`src/rtl/regfile_display_arbiter.sv`:
```
// regfile_display_arbiter
// Shares the register file's single read port between the CPU datapath and the
// board's switch-driven register viewer. The 5-bit switch index is
// synchronised and debounced. Viewer reads go into cycles the CPU leaves idle,
// with a starvation bound. An optional periodic refresh re-reads the displayed
// register. The captured value drives one active-low 7-segment digit.
//
// Ports:
//   clk          system clock, rising edge
//   reset        asynchronous, active-high, clears all state
//   sw[4:0]      raw switch register index (asynchronous to clk)
//   nib_sel[2:0] nibble of disp_value shown on HEX4 (0 = bits 3:0)
//   cpu_rd_req   CPU requests the shared read port this cycle
//   cpu_rd_addr  CPU read index
//   cpu_rd_gnt   combinational; CPU owns the port this cycle
//   rf_raddr     combinational; register file read index
//   rf_rdata     register file read data (same cycle as rf_raddr)
//   disp_value   latched viewer value
//   disp_valid   high once at least one viewer read has completed
//   HEX4[6:0]    registered active-low segments {g,f,e,d,c,b,a}
module regfile_display_arbiter #(
  parameter int XLEN            = 32,
  parameter int DEBOUNCE_CYCLES = 4,
  parameter int STARVE_LIMIT    = 8,
  parameter int REFRESH_CYCLES  = 64
) (
  input  logic            clk,
  input  logic            reset,
  input  logic [4:0]      sw,
  input  logic [2:0]      nib_sel,
  input  logic            cpu_rd_req,
  input  logic [4:0]      cpu_rd_addr,
  output logic            cpu_rd_gnt,
  output logic [4:0]      rf_raddr,
  input  logic [XLEN-1:0] rf_rdata,
  output logic [XLEN-1:0] disp_value,
  output logic            disp_valid,
  output logic [6:0]      HEX4
);

  localparam int DW = $clog2(DEBOUNCE_CYCLES + 1);
  localparam int SW = $clog2(STARVE_LIMIT + 1);
  localparam int RW = (REFRESH_CYCLES > 1) ? $clog2(REFRESH_CYCLES) : 1;

  // Hex digit to active-low segment pattern {g,f,e,d,c,b,a}.
  function automatic logic [6:0] seg(input logic [3:0] v);
    case (v)
      4'h0: seg = 7'b1000000;
      4'h1: seg = 7'b1111001;
      4'h2: seg = 7'b0100100;
      4'h3: seg = 7'b0110000;
      4'h4: seg = 7'b0011001;
      4'h5: seg = 7'b0010010;
      4'h6: seg = 7'b0000010;
      4'h7: seg = 7'b1111000;
      4'h8: seg = 7'b0000000;
      4'h9: seg = 7'b0010000;
      4'hA: seg = 7'b0001000;
      4'hB: seg = 7'b0000011;
      4'hC: seg = 7'b1000110;
      4'hD: seg = 7'b0100001;
      4'hE: seg = 7'b0000110;
      4'hF: seg = 7'b0001110;
      default: seg = 7'b1111111;
    endcase
  endfunction

  logic [4:0]      sync1_r, sync2_r, prev_r, stable_idx_r;
  logic [DW-1:0]   db_cnt_r, db_cnt_next_s;
  logic            accept_s, wrap_s, force_s, viewer_rd_s, nib_ok_s;
  logic            pending_r, disp_valid_r;
  logic [SW-1:0]   starve_cnt_r;
  logic [XLEN-1:0] disp_value_r;
  logic [6:0]      hex_r;
  logic [3:0]      nib_s;

  // Two-flop synchroniser plus a one-cycle history of the synced index.
  always_ff @(posedge clk or posedge reset) begin
    if (reset) begin
      sync1_r <= 5'd0;
      sync2_r <= 5'd0;
      prev_r  <= 5'd0;
    end else begin
      sync1_r <= sw;
      sync2_r <= sync1_r;
      prev_r  <= sync2_r;
    end
  end

  // Debounce count: restarts at 1 whenever the synced index moves, so only an
  // index held unchanged for DEBOUNCE_CYCLES cycles is accepted.
  always_comb begin
    db_cnt_next_s = {DW{1'b0}};
    if (sync2_r == stable_idx_r) begin
      db_cnt_next_s = {DW{1'b0}};
    end else if (sync2_r != prev_r) begin
      db_cnt_next_s = DW'(1);
    end else begin
      db_cnt_next_s = db_cnt_r + DW'(1);
    end
    accept_s = (db_cnt_next_s == DW'(DEBOUNCE_CYCLES));
  end

  generate
    if (REFRESH_CYCLES > 0) begin : g_refresh
      logic [RW-1:0] ref_cnt_r;
      assign wrap_s = (ref_cnt_r == RW'(REFRESH_CYCLES - 1));

      // Free-running refresh period counter.
      always_ff @(posedge clk or posedge reset) begin
        if (reset) begin
          ref_cnt_r <= {RW{1'b0}};
        end else if (wrap_s) begin
          ref_cnt_r <= {RW{1'b0}};
        end else begin
          ref_cnt_r <= ref_cnt_r + RW'(1);
        end
      end
    end else begin : g_no_refresh
      assign wrap_s = 1'b0;
    end
  endgenerate

  // Port arbitration: CPU wins unless the pending viewer read has waited
  // through STARVE_LIMIT consecutive CPU grants.
  always_comb begin
    force_s     = pending_r && (starve_cnt_r == SW'(STARVE_LIMIT));
    cpu_rd_gnt  = 1'b0;
    viewer_rd_s = 1'b0;
    rf_raddr    = cpu_rd_addr;
    if (cpu_rd_req && !force_s) begin
      cpu_rd_gnt = 1'b1;
      rf_raddr   = cpu_rd_addr;
    end else if (pending_r) begin
      viewer_rd_s = 1'b1;
      rf_raddr    = stable_idx_r;
    end else begin
      rf_raddr = cpu_rd_addr;
    end
  end

  // Viewer state: accepted index, pending request, starvation count, capture.
  // A new request raised in the same cycle as a viewer read keeps pending set.
  always_ff @(posedge clk or posedge reset) begin
    if (reset) begin
      stable_idx_r <= 5'd0;
      db_cnt_r     <= {DW{1'b0}};
      pending_r    <= 1'b1;
      starve_cnt_r <= {SW{1'b0}};
      disp_value_r <= {XLEN{1'b0}};
      disp_valid_r <= 1'b0;
    end else begin
      db_cnt_r <= accept_s ? {DW{1'b0}} : db_cnt_next_s;
      if (accept_s) begin
        stable_idx_r <= sync2_r;
      end
      if (accept_s || wrap_s) begin
        pending_r <= 1'b1;
      end else if (viewer_rd_s) begin
        pending_r <= 1'b0;
      end
      if (viewer_rd_s) begin
        starve_cnt_r <= {SW{1'b0}};
        disp_value_r <= rf_rdata;
        disp_valid_r <= 1'b1;
      end else if (pending_r && cpu_rd_gnt && (starve_cnt_r != SW'(STARVE_LIMIT))) begin
        starve_cnt_r <= starve_cnt_r + SW'(1);
      end
    end
  end

  // Selected nibble; selections past the top nibble blank the digit.
  always_comb begin
    nib_ok_s = (32'(nib_sel) < 32'(XLEN / 4));
    nib_s    = 4'(disp_value_r >> {nib_sel, 2'b00});
  end

  // Registered segment driver.
  always_ff @(posedge clk or posedge reset) begin
    if (reset) begin
      hex_r <= 7'b1000000;
    end else if (nib_ok_s) begin
      hex_r <= seg(nib_s);
    end else begin
      hex_r <= 7'b1111111;
    end
  end

  assign disp_value = disp_value_r;
  assign disp_valid = disp_valid_r;
  assign HEX4       = hex_r;

endmodule

```
`config.mk`:
```
export PLATFORM = sky130hd
export DESIGN_NAME = regfile_display_arbiter
export DESIGN_NICKNAME = d
export VERILOG_FILES = /design/src/rtl/regfile_display_arbiter.sv
export SDC_FILE = /design/constraint.sdc
export NUM_CORES = 1
export LEC_CHECK = 0
export ABC_CLOCK_PERIOD_IN_PS = 5060
export CAP_MARGIN = 20
export CORE_ASPECT_RATIO = 0.5
export CORE_UTILIZATION = 55
export CTS_CLUSTER_DIAMETER = 150
export DETAILED_ROUTE_END_ITERATION = 7
export DONT_BUFFER_PORTS = 1
export HOLD_SLACK_MARGIN = 0.02
export PLACE_DENSITY = 0.74
export SETUP_SLACK_MARGIN = 0.05
export SLEW_MARGIN = 15
export SYNTH_ARGS = -nofsm -noshare
export SYNTH_HDL_FRONTEND = slang
export SYNTH_SLANG_ARGS = --single-unit
```
`constraint.sdc`:
```
create_clock -name clk -period 5.06 [get_ports clk]
set_input_delay 1.012 -clock clk [delete_from_list [all_inputs] [get_ports clk]]
set_output_delay 1.012 -clock clk [all_outputs]
set_load 0.02 [all_outputs]
```
# == Word-level counts from Yosys, hierarchy flattened ==
# Memory sizes are Yosys's and may differ from the RTL's. A register that Yosys moved wholly into a read port is not among the register bits.
# Index checks and enable logic that the tools add are counted.
# word_totals
output_inout_bits,46
ff_bits,67
input_bits,48
mem_count,1
mem_bits_ro,112
# op_classes
shifts,1
muxes,13
eq_ne,6
add_sub_neg,3
reduce_logical,8
# mem_list
memory,depth,width,read_ports,rd_clocked_by_memory_dff,wr,line_no,text
(no name shown),16,7,1,1,0,47,case (v)
# op_table
op,count
32-bit by 5-bit right shift with 4-bit output,1
5-bit two-way mux,2
3-bit two-way mux,3
4-bit two-way mux,2
6-bit by 1-bit adder with 6-bit output (second input constant),1
6-bit equality test (second input constant),1
6-bit two-way mux,1
5-bit equality test,1
1-bit two-way mux,5
5-bit != test,1
4-bit by 1-bit adder with 4-bit output (second input constant),1
4-bit equality test (second input constant),1
1-bit logical AND,4
4-bit != test (second input constant),1
2-bit nonzero test,2
3-bit by 1-bit adder with 3-bit output (second input constant),1
3-bit equality test (second input constant),1
1-bit logical NOT,1
1-bit logical OR,1

# == Logic depth before layout (Yosys ltp) ==
# Gate-level depths: netlist of run 1.
# depth
depth_word,9
mapped_depth,9
mapped_depth_nobuf,8

# == Least setup slack after synthesis of run 1 ==
# Ideal clock, no wire load.
# synth_timing
path_kind,input to output
from,input port cpu_rd_req
to,output port rf_raddr[0]
t_arrival_ns,2.214
setup_slack_ns,1.834
t_required_ns,4.048
cell_stages,6
cell_sequence,inv_1 -> a31oi_2 -> nor2b_1 -> buf_2 -> buf_4 -> mux2_2
# synth_via
elab_chain_cells,2
# synth_lines
element,line_no,text
"start, declared",31,"input logic cpu_rd_req,"
1-bit logical AND,131,if (cpu_rd_req && !force_s) begin
5-bit two-way mux,131,
"end, declared",34,"output logic [4:0] rf_raddr,"
# No other way between the ends.

# == Worst setup path after layout of run 1 ==
# layout_timing
from,register pending_r
to,output port rf_raddr[3]
# layout_via
elab_chain_cells,4
word_cells_on_any_way,5
classes_between,2 x mux; 3 x reduce/logical
# layout_lines
element,line_no,text
"start, declared",71,"logic pending_r, disp_valid_r;"
"start signal, assigned",148,pending_r <= 1'b1;
"start signal, assigned",158,pending_r <= 1'b1;
"start signal, assigned",160,pending_r <= 1'b0;
1-bit logical AND,127,force_s = pending_r && (starve_cnt_r == SW'(STARVE_LIMIT));
1-bit logical NOT,131,
1-bit logical AND,131,
5-bit two-way mux *,131,
# Every way passes the cells marked *; elsewhere a longest branch is shown, timed or not.

==> results of run 1 <==
[registers in the layout, summed over array words and instances, names as in the netlist]
name,count
db_cnt_r,3
g_refresh.ref_cnt_r,6
disp_value,32
stable_idx_r,5
sync2_r,5
sync1_r,5
disp_valid,1
prev_r,5
starve_cnt_r,4
HEX4,7
pending_r,1
[layout by cell type, fill, tap and decap left out, types with 3 or more instances in the layout]
master       n
a21oi_1      4
mux4_2       4
ha_1        10
clkinvlp_4   3
o21ai_0      6
nor2_1       5
o21ai_1      3
xnor2_1      9
mux4_1       4
inv_1        8
xor2_1       6
mux2_2      42
nand3_1      8
clkbuf_16    9
mux2i_1      6
dfrtp_1     72
nor2b_1      3
[cells in the mapped netlist, types with 3 or more instances]
cell type,count,area (um2)
a21oi_1,4,20.0
buf_2,3,15.0
dfrtp_1,72,1800
ha_1,10,125
inv_1,9,33.8
mux2_2,42,473
mux2i_1,6,60.1
mux4_1,4,105
mux4_2,4,90.1
nand3_1,8,40.0
nor2_1,5,18.8
nor2b_1,4,25.0
o21ai_0,6,30.0
o21ai_1,3,15.0
xnor2_1,9,78.8
xor2_1,6,52.6
[through the flow]
stage	std cells	instance area [um2]	worst slack, ns	hold WS, ns	power, mW
after floorplan	228	3300	1.83	0.331	0.905
after global placement	293	3340	1.50	0.335	0.930
after detailed placement	293	3340	1.44	0.335	0.939
after CTS	309	3660	1.17	0.348	1.62
after global routing	309	3660	1.05	0.353	1.66
final	309	3660	1.23	0.347	1.60
[path summary, 6_finish.rpt]
check                                   start              end  slack (ns)  cells past startpoint
worst max-delay path                pending_r      rf_raddr[3]        1.23                      4
worst max register to register  disp_value[8]          HEX4[2]        2.49                      6
worst min register to register     sync1_r[4]       sync2_r[4]        0.35                      0
max in group asynchronous               reset    disp_value[3]        3.63                      2
min in group asynchronous               reset  starve_cnt_r[3]        0.85                      2
worst min-delay path               sync1_r[4]       sync2_r[4]        0.35                      0
[layout make-up]
cell class | instances | area [um2]
Multi-Input combinational cell | 136 | 1360
Tap cell | 73 | 91.3
Fill cell | 412 | 1970
Timing Repair Buffer | 1 | 7.51
Inverter | 9 | 33.8
Clock inverter | 6 | 91.3
Sequential cell | 74 | 1850
Clock buffer | 10 | 229
[power by group]
| part | internal, mW | switching, mW | total (mW) |
|---|---|---|---|
| combinational | 0.0846 | 0.0792 | 0.164 |
| sequential | 0.654 | 0.107 | 0.761 |
| clock | 0.432 | 0.243 | 0.675 |
| total | 1.17 | 0.430 | 1.60 |
[kinds of logic after synthesis]
family	after synthesis	synth area share [%]
AO/OA/AOI/OAI	21	4.13
XOR/XNOR	15	3.98
adder cells (fa/ha/maj)	10	3.79
buffers and inverters	18	2.92
flip-flops	74	56.2
multiplexers	58	23.4
AND/OR/NAND/NOR	32	5.57
[worst max-delay path: cells and delay by family (launching register included)]
| family | cells | cell delay, ns |
|---|---|---|
| compound gates | 1 | 0.28 |
| flops | 1 | 0.59 |
| mux | 1 | 0.48 |
| simple gates | 2 | 1.11 |
[layer usage]
layer	track usage (%)	up-vias	routed length, um
met5	0	-	0
met4	9.46	0	129
met3	7.78	12	314
met2	32.2	53	2810
met1	23.7	927	2340
li1	-	817	-
==> results.toml, run 1 <==
[setup_path]
crit_type = "reg -> out"
critPathLaunchType = "flop"
worstPathCellList = "nor2b_1 -> a31oi_2 -> nor2b_4 -> mux2_2"
end_kind = "output port"
cp_max_fo = 38
cpMaxStageDelayCell = "nor2b_4"
max_stage_delay_ns = 0.89
crit_arrival_ns = 2.82
required_ns = 4.05

[synth]
synth_area_per_cell_um2 = 14.5
async_flop_share_pct = 100
ys_warn_count = 0
syn_nets = 286
yosys_most_used_dff = "dfrtp_1"
synth-edff-count = 0
yosysSeqAreaShare_pct = 56.2
netlist_instances = 228
synth_area_um2 = 3300
ys_seq_elements = 74
ys_types = 41

[global_routing]
antenna_found_initial = 0
grt_pass1_vias = 1841
grt_pass1_wl_mm = 9.20
grt_start_max_net_pins = 75
track_usage_pct = 19.9
grt.overflow.total = 0

[drt]
vias_per_cell = 5.85
num_vias = 1809
dr.pass1.iters = 6
drc = 3
ant_nets = 0
wl_per_cell_um = 18.1
finalWirelength_mm = 5.59
drtIter0Drc = 78

[cts]
clk_pin_slew_ns = 0.06
htreeDepth = 3
cts_sinks = 74
cts_buffer_depth = 2
cts_buffers = 9
cts_root_buffer = "clkbuf_16"
cts_tree = "built"
post_cts_resized = 0
ctsHoldBuffers = 0
cts_post_setup_buffers_inserted = 0
clock_insertion_delay_worst_skew_ns = 0.33

[placed_design]
dp_hpwl_mm = 3.85
port_buffers = 0
gp_congestion = 0.835

[hold_path]
min-delay-path-class = "reg -> reg"

[layout]
drive_gt1_share_pct = 30.5
syn2layout_area_growth_pct = 11.0
fin_util_pct = 65.0
n_antenna_cell = 0
fin_nets = 289

[power]
irDropWorstVdd_uv = 243
power.leakage_nw = 1.62
powerDensity_nw_per_um2 = 437

[sta]
hold_viol_final = 0
final-setup-viol-count = 0
fin_crit_sh_pct = 75.6
rsz0062_at_grt = "false"
slew_viol_final = 0
setup_tns_ns = 0
fmax_mhz = 261
finClkSkew_ns = 0.00551
worstMarginPinSlew_ns = 1.05
relSlewSlack_pct = 29.8
period_needed_ns = 3.83

[floorplan]
die_w_um = 112
pin_count = 94
dieArea_um2 = 6330
core_um2 = 5630
rows = 19
initial_utilization_pct = 58.6
die_h_um = 56.8

[status]
status = "finished, violations left"
violations = "DRC"

[job]
cap_violations = 0
(Power assumes the default switching activity.)
==> run 2: changes to the inputs <==
--- a/config.mk
+++ b/config.mk
@@ -5,7 +5,7 @@
 export SDC_FILE = /design/constraint.sdc
 export NUM_CORES = 1
 export LEC_CHECK = 0
-export ABC_CLOCK_PERIOD_IN_PS = 5060
+export ABC_CLOCK_PERIOD_IN_PS = 3100
 export CAP_MARGIN = 20
 export CORE_ASPECT_RATIO = 0.5
 export CORE_UTILIZATION = 55
@@ -13,7 +13,7 @@
 export DETAILED_ROUTE_END_ITERATION = 7
 export DONT_BUFFER_PORTS = 1
 export HOLD_SLACK_MARGIN = 0.02
-export PLACE_DENSITY = 0.74
+export PLACE_DENSITY = 0.77
 export SETUP_SLACK_MARGIN = 0.05
 export SLEW_MARGIN = 15
 export SYNTH_ARGS = -nofsm -noshare
==> constraint.sdc (replaced) <==
create_clock -name clk -period 3.1 [get_ports clk]
set_input_delay 0.62 -clock clk [delete_from_list [all_inputs] [get_ports clk]]
set_output_delay 0.62 -clock clk [all_outputs]
set_load 0.02 [all_outputs]
==> results.toml, run 2 (synthesized netlist as in run 1, its figures left out) <==
[sta]
rsz0062_at_grt = "false"
relSlewSlack_pct = 45.9
fmax_mhz = 355
finClkSkew_ns = 0.00629
worstMarginPinSlew_ns = 0.812
final-setup-viol-count = 0
fin_crit_sh_pct = 90.9
setup_tns_ns = 0
slew_viol_final = 0
hold_viol_final = 0
period_needed_ns = 2.82

[cts]
cts_tree = "built"
post_cts_resized = 0
clock_insertion_delay_worst_skew_ns = 0.33
clk_pin_slew_ns = 0.05
cts_root_buffer = "clkbuf_16"
cts_buffers = 9
cts_buffer_depth = 2
htreeDepth = 3
cts_post_setup_buffers_inserted = 0
ctsHoldBuffers = 0
cts_sinks = 74

[layout]
final_cells = 311
multi_input_area_um2 = 1360
n_antenna_cell = 0
most-common-layout-cells = "dfrtp_1, mux2_2, ha_1"
largest_register_ffs = 32
n_fill_cell = 399
fin_util_pct = 64.9
drive_gt1_share_pct = 30.3
final_common_cell = "dfrtp_1"
fin_nets = 291
syn2layout_area_growth_pct = 10.8
seq_area_um2 = 1850

[job]
cap_violations = 0

[setup_path]
crit_type = "reg -> out"
r2r_cells = 5
cp_max_fo = 9
critPathLaunchType = "flop"
crit_arrival_ns = 2.20
end_kind = "output port"
required_ns = 2.48

[power]
powerDensity_nw_per_um2 = 692
p_clk_share_pct = 40.1
power.share.sequential_pct = 49.2
comb_power_share_pct = 10.7
power.leakage_nw = 1.63
internal-power_mw = 1.88
irDropWorstVdd_uv = 429
p_sw_share_pct = 25.9
power_switching_mw = 0.656

[drt]
vias_per_cell = 5.85
drc = 3
num_vias = 1818
finalWirelength_mm = 5.51
ant_nets = 0
wl_per_cell_um = 17.7
drtIter0Drc = 85
dr.pass1.iters = 6

[hold_path]
min-delay-path-class = "in -> async"

[placed_design]
gp_congestion = 0.883
dp_hpwl_mm = 3.99
placed_cells = 295
port_buffers = 0

[global_routing]
grt_pass1_wl_mm = 9.20
grt_pass1_vias = 1965
grt.overflow.total = 0
grt_start_max_net_pins = 66
track_usage_pct = 20.0
antenna_found_initial = 0

[floorplan]
die_w_um = 112
initial_utilization_pct = 58.6
die_h_um = 56.8
rows = 19
core_um2 = 5630
dieArea_um2 = 6330
pin_count = 94

[status]
violations = "DRC"
status = "finished, violations left"
[run 2: worst paths after layout]
| kind | startpoint | end | slack, ns |
|---|---|---|---|
| max | pending_r | rf_raddr[2] | 0.28 |
| min | reset | sync1_r[1] | 0.07 |
| max reg2reg | pending_r | disp_value[13] | 0.72 |
| min reg2reg | sync1_r[0] | sync2_r[0] | 0.35 |
| max in group asynchronous | reset | HEX4[4] | 1.98 |
| min in group clk | sw[2] | sync1_r[2] | 0.31 |
[run 2: cell type report]
| class | count | share of cell area, % |
|---|---|---|
| Sequential cell | 74 | 50.7 |
| Multi-Input combinational cell | 136 | 37.1 |
| Clock buffer | 14 | 7.22 |
| Tap cell | 73 | 2.50 |
| Clock inverter | 2 | 0.958 |
| Inverter | 9 | 0.923 |
| Timing Repair Buffer | 3 | 0.616 |
[run 2: power groups by stage]
stage / clock (mW) / combinational (mW) / sequential [mW]
global placement: 0 / 0.264 / 1.26
detailed placement: 0 / 0.273 / 1.26
global route: 1.08 / 0.301 / 1.26
finish: 1.01 / 0.272 / 1.25
floorplan: 0 / 0.238 / 1.24
CTS: 1.05 / 0.275 / 1.25
[run 2: metrics by stage]
step	cell area, um2	setup slack, ns	hold slack, ns	power, mW
after detailed placement	3360	0.621	0.337	1.54
after floorplan	3300	0.437	0.331	1.48
after global routing	3660	0.171	0.0741	2.64
after CTS	3660	0.248	0.0650	2.57
final	3660	0.284	0.0725	2.53
after global placement	3360	0.721	0.334	1.52
[run 2: routing by layer]
layer / up-vias / share of wire [%] / wire length [um] / global-route usage [%]
met4: 0 / 2.8 / 156 / 12.2
met1: 921 / 38 / 2120 / 21.3
met2: 47 / 53 / 2940 / 34.8
met5: - / 0 / 0 / 0
li1: 834 / - / - / -
met3: 16 / 5.3 / 291 / 7.13
[run 2: critical path, stage by stage (launching register included)]
cell and delay (ns):
dfstp_2 0.60, nor2b_1 0.23, a31oi_2 0.28, nor2b_4 0.32, mux2_2 0.43
